<file path="src/rtl/instr_fetch.sv">
// -----------------------------------------------------------------------------
// instr_fetch
//
// Single-outstanding-request instruction fetch stage. Issues a request at PC,
// waits for the memory response, holds the instruction until downstream
// accepts it, then loads the next PC supplied by the PC path.
//
// States: StFetch (request out), StHold (instruction presented), StDrop
// (absorbing the response of a flushed request), and StHalt (misaligned PC,
// only when FETCH_ALIGN_CHECK_EN is defined).
//
// Optional feature macro: FETCH_ALIGN_CHECK_EN
//   Defined   : any PC load with PC[1:0] != 0 parks the fetcher in StHalt until
//               a flush to an aligned target or a reset.
//   Undefined : no StHalt; PC[1:0] goes to imem_addr unchecked.
//
// Ports
//   clk          in   clock, rising edge
//   reset        in   asynchronous active-high reset
//   PC           out  current fetch PC
//   PCNew        in   next PC from the PC path, sampled at handoff only
//   flush        in   redirect request, discards in-flight work
//   flush_pc     in   redirect target
//   imem_req     out  instruction memory request
//   imem_addr    out  request address (equals PC)
//   imem_ack     in   memory response strobe
//   imem_rdata   in   instruction word, valid with imem_ack
//   instr_valid  out  instruction presented downstream
//   instr        out  registered instruction
//   instr_pc     out  PC of the presented instruction
//   instr_ready  in   downstream accept
//   fetch_cnt    out  count of handed-off instructions (wraps)
// -----------------------------------------------------------------------------
module instr_fetch #(
    parameter logic [63:0] RESET_PC = 64'h0
) (
    input  logic        clk,
    input  logic        reset,
    output logic [63:0] PC,
    input  logic [63:0] PCNew,
    input  logic        flush,
    input  logic [63:0] flush_pc,
    output logic        imem_req,
    output logic [63:0] imem_addr,
    input  logic        imem_ack,
    input  logic [31:0] imem_rdata,
    output logic        instr_valid,
    output logic [31:0] instr,
    output logic [63:0] instr_pc,
    input  logic        instr_ready,
    output logic [31:0] fetch_cnt
);

`ifdef FETCH_ALIGN_CHECK_EN
    typedef enum logic [1:0] {StFetch, StHold, StDrop, StHalt} state_e;
`else
    typedef enum logic [1:0] {StFetch, StHold, StDrop} state_e;
`endif

    state_e      state_q, state_d;
    logic [63:0] pc_q, pc_d;
    logic [31:0] instr_q, instr_d;
    logic [63:0] instr_pc_q, instr_pc_d;
    logic        instr_valid_q, instr_valid_d;
    logic [31:0] fetch_cnt_q, fetch_cnt_d;

    always_comb begin
        state_d       = state_q;
        pc_d          = pc_q;
        instr_d       = instr_q;
        instr_pc_d    = instr_pc_q;
        instr_valid_d = instr_valid_q;
        fetch_cnt_d   = fetch_cnt_q;

        unique case (state_q)
            StFetch: begin
                if (flush) begin
                    // With a same-cycle ack the request is already retired, so
                    // refetch directly; otherwise its response is still owed.
                    pc_d    = flush_pc;
                    state_d = imem_ack ? StFetch : StDrop;
                end else if (imem_ack) begin
                    instr_d       = imem_rdata;
                    instr_pc_d    = pc_q;
                    instr_valid_d = 1'b1;
                    state_d       = StHold;
                end
            end
            StHold: begin
                // Flush wins over a simultaneous accept: nothing is counted.
                if (flush) begin
                    instr_valid_d = 1'b0;
                    pc_d          = flush_pc;
                    state_d       = StFetch;
                end else if (instr_ready) begin
                    instr_valid_d = 1'b0;
                    pc_d          = PCNew;
                    fetch_cnt_d   = fetch_cnt_q + 32'd1;
                    state_d       = StFetch;
                end
            end
            StDrop: begin
                if (flush) begin
                    pc_d = flush_pc;
                end
                if (imem_ack) begin
                    state_d = StFetch;
                end
            end
`ifdef FETCH_ALIGN_CHECK_EN
            StHalt: begin
                if (flush) begin
                    pc_d    = flush_pc;
                    state_d = StFetch;
                end
            end
`endif
            default: state_d = StFetch;
        endcase

`ifdef FETCH_ALIGN_CHECK_EN
        // PC is always aligned outside StHalt, so a misaligned pc_d can only
        // come from a load in this cycle.
        if (pc_d[1:0] != 2'b00) begin
            state_d       = StHalt;
            instr_valid_d = 1'b0;
        end
`endif
    end

    always_ff @(posedge clk or posedge reset) begin
        if (reset) begin
`ifdef FETCH_ALIGN_CHECK_EN
            state_q <= (RESET_PC[1:0] != 2'b00) ? StHalt : StFetch;
`else
            state_q <= StFetch;
`endif
            pc_q          <= RESET_PC;
            instr_q       <= 32'h0;
            instr_pc_q    <= 64'h0;
            instr_valid_q <= 1'b0;
            fetch_cnt_q   <= 32'h0;
        end else begin
            state_q       <= state_d;
            pc_q          <= pc_d;
            instr_q       <= instr_d;
            instr_pc_q    <= instr_pc_d;
            instr_valid_q <= instr_valid_d;
            fetch_cnt_q   <= fetch_cnt_d;
        end
    end

    // Combinational from state so the first request leaves in the first cycle
    // after reset release; gated by reset since state already reads StFetch.
    assign imem_req    = (state_q == StFetch) && !reset;
    assign imem_addr   = pc_q;
    assign PC          = pc_q;
    assign instr       = instr_q;
    assign instr_pc    = instr_pc_q;
    assign instr_valid = instr_valid_q;
    assign fetch_cnt   = fetch_cnt_q;

endmodule

</file>
<file path="config.mk">
export PLATFORM = sky130hd
export DESIGN_NAME = instr_fetch
export DESIGN_NICKNAME = d
export VERILOG_FILES = /design/src/rtl/instr_fetch.sv
export SDC_FILE = /design/constraint.sdc
export NUM_CORES = 1
export LEC_CHECK = 0
export CAP_MARGIN = 20
export CORE_AREA = 3 3 161 163
export DETAILED_ROUTE_END_ITERATION = 8
export DIE_AREA = 0 0 164 166
export MAX_ROUTING_LAYER = met4
export PLACE_DENSITY = 0.78
export SYNTH_ARGS = -nofsm -noshare
export SYNTH_HDL_FRONTEND = slang
export SYNTH_SLANG_ARGS = --single-unit
</file>
<file path="constraint.sdc">
create_clock -name clk -period 7 [get_ports clk]
set_input_delay 1.4 -clock clk [delete_from_list [all_inputs] [get_ports clk]]
set_output_delay 1.4 -clock clk [all_outputs]
set_load 0.01 [all_outputs]
</file>
==> reports/results.txt <==
DIE WIDTH: 164 µm
RR Startpoint: state_q[0]$_DFFE_PP0P_
via count: 6417
Slew headroom: 40.21%
RSZ-0062 raised after global routing: false
Starting DRT DRC Count: 259
crit end category: output pin
Initial Util: 35.10%
final WL: 24050 µm
Worst Setup Start Kind: primary input
final critical-path required period: 4.077 ns
gr usage total: 18.22%
CTS tree: done
Pwr Total: 3.600 mW
vias in the first global route: 6766
Yosys cell types: 32
Non-Filler Instances: 1378
Worst R2R End: fetch_cnt[29]$_DFFE_PP0P_
first-pass GRT wire length: 37870 µm
kind of critical path: primary input to output pin
flip-flop and latch area: 4880 µm²
crit share post-route: 58.25%
H-tree depth: 4
initial antenna violation count: 0
final setup violation count: 0
Yosys reg bits: 195
average wire per standard cell: 17.45 µm
Min-Delay Startpoint: fetch_cnt[31]$_DFFE_PP0P_
largest net degree at the start of global routing: 91
worst-case hold path end point: fetch_cnt[31]$_DFFE_PP0P_
Hold Path Depth: 1
fmax: 245.3 MHz
dpl hpwl: 18610 µm
CTS resizes: 0
Slowest cell on crit path: clkdlybuf4s50_1
clk sinks: 195
dpl cells: 1347
Final TNS setup: 0 ns
clock buffer count from CTS: 17
First-pass DRT Iterations: 4
Core Area: 24460 µm²
NumNets Final: 1208
CTS Buffer Depth: 2
VDD IR-drop max: 0.0001540 V
status: finished clean
skew final: 0.01280 ns
Worst-Margin Slew: 0.8969 ns
Mean Syn Cell Area: 12.35 µm²
drt via density: 4.657
sequential cell area fraction in the yosys report: 56.83%
max_cap viols: 0
Req. time, crit path: 5.60 ns
HP Class: register to register
Mapped Cells: 695
Vert. Die Dim: 166 µm
diode count: 0
LEAKAGE: 5.843 nW
cell area after synthesis: 8586 µm²
gr ovfl total: 0
Root Buffer: clkbuf_16
Die ar.: 27220 µm²
area delta synth->final: 53.45%
IO Port Bufs: 422
syn nets: 861
P per Cell Area: 273.3 nW/µm²
Worst Path Arrival: 2.68 ns
max incr delay on CP: 0.57 ns
Post-CTS Setup Inserts: 0
Crit Path Max Fanout: 2
R2R setup slack: 4.73 ns
# DRC: 0
hold buffer count at cts: 0
Layout fillers: 2091
r2r worst-path depth: 4
Placer Congestion: 0.7933
YS warnings: 0
Clock Latency Late Sink: 0.42 ns
area of the multi-input gates: 3032 µm²
share of cells above drive strength 1: 13.38%
CTS clock-pin slew for the worst setup and hold paths: 0.07 ns
Rows: 57
crit path cell chain: clkdlybuf4s50_1, nor3_1, clkdlybuf4s50_1
most used cell, CP: clkdlybuf4s50_1
Final Hold Vio Count: 0
post-route ant nets: 0
# IOs: 423
Slew Limit Fails: 0
cell usage in the layout, fill, tap and decap left out, types with 10 or more instances in the layout:
master,n
clkdlybuf4s50_1,422
mux2_2,96
nand2_1,80
nor2_1,10
nand3_1,11
nand4_1,12
clkbuf_16,17
o21ai_0,66
mux2i_1,64
dfrtp_1,195
xnor2_1,26
critical path, delay by kind of cell:
family	cells	cell delay (ns)
buf+inv	2	1.08
simple gates	1	0.19
stage by stage:
stage                     util [%]  hold slack [ns]  worst slack, ns  cell area (µm²)
after floorplan                  -           0.5068           0.2878             8586
after global placement       51.54           0.4652            2.961            12610
final                        53.86           0.4732            2.923            13180
after detailed placement     51.54           0.4669            2.938            12610
after global routing         53.86           0.5000            2.889            13180
after CTS                    53.86           0.4764            2.930            13180
cell usage after synthesis:
master	count	area, µm²
a21o_1	1	7.510
buf_6	3	33.78
and2_1	2	12.51
nand2_1	80	300.3
nand2b_1	1	6.260
a21oi_1	2	10.01
mux2_2	96	1081
o31ai_1	1	7.510
nand4_2	1	12.51
xor2_1	5	43.79
buf_2	20	100.1
and3_1	4	25.02
nor4_1	1	6.260
nor4_4	2	42.54
o21ai_0	66	330.3
nand3_1	11	55.05
nor2_1	10	37.54
nand3b_1	1	7.510
nand4b_1	1	8.760
dfrtp_1	195	4880
and4_1	1	8.760
nor3_1	5	25.02
or2_1	1	6.260
mux2i_1	64	640.6
ha_1	1	12.51
nand4_1	12	75.07
inv_1	2	7.510
xnor2_1	26	227.7
clkbuf_1	10	37.54
nand4bb_1	1	11.26
buf_4	68	510.5
nand4b_2	1	15.01
registers in the layout, indices dropped and copies added, names as in the netlist:
register	flops
state_q	2
instr	32
PC	64
instr_valid	1
fetch_cnt	32
instr_pc	64
cell families (layout without fill, tap and decap cells):
family                     Yosys count  in the layout  share of synthesized area, %
and+or+nand+nor                    135            135                         7.636
buffers and inverters              103            462                         8.030
AOI/OAI and AO/OA                   70             70                         4.139
DFF                                195            195                         56.83
adders and majority gates            1              1                        0.1457
muxes                              160            160                         20.05
xor gates and xnor gates            31             31                         3.162
area by class of cell:
| type | instances | share of cell area (%) |
|---|---|---|
| clock inverters | 12 | 0.8642 |
| clock buffers | 19 | 3.438 |
| well taps | 324 | 3.077 |
| flip-flops and latches | 195 | 37.04 |
| repair buffers | 429 | 32.46 |
| inverters | 2 | 0.1140 |
| multi-input cells | 397 | 23.01 |
metal layers:
layer / part of all wire, % / track usage [%]
met5: 0 / -
met4: 2.2 / 5.554
met3: 7.0 / 3.891
met2: 53 / 32.29
met1: 38 / 20.44
how the worst max path moves through the flow:
stage	startpoint	to	slack, ns
2_1_floorplan	reset	PC[0]$_DFFE_PP0P_	0.29
3_3_place_gp	reset	imem_req	2.96
3_5_place_dp	reset	imem_req	2.94
4_1_cts	reset	imem_req	2.93
5_1_grt	reset	imem_req	2.89
6_report	reset	imem_req	2.92
power breakdown:
part           internal (mW)  leakage, nW  switching, mW
Sequential              1.35         2.41          0.163
Combinational          0.710         3.15          0.435
Clock                  0.488        0.278          0.453
Total                   2.55         5.84           1.05
Power figures use the tool's default switching activity.
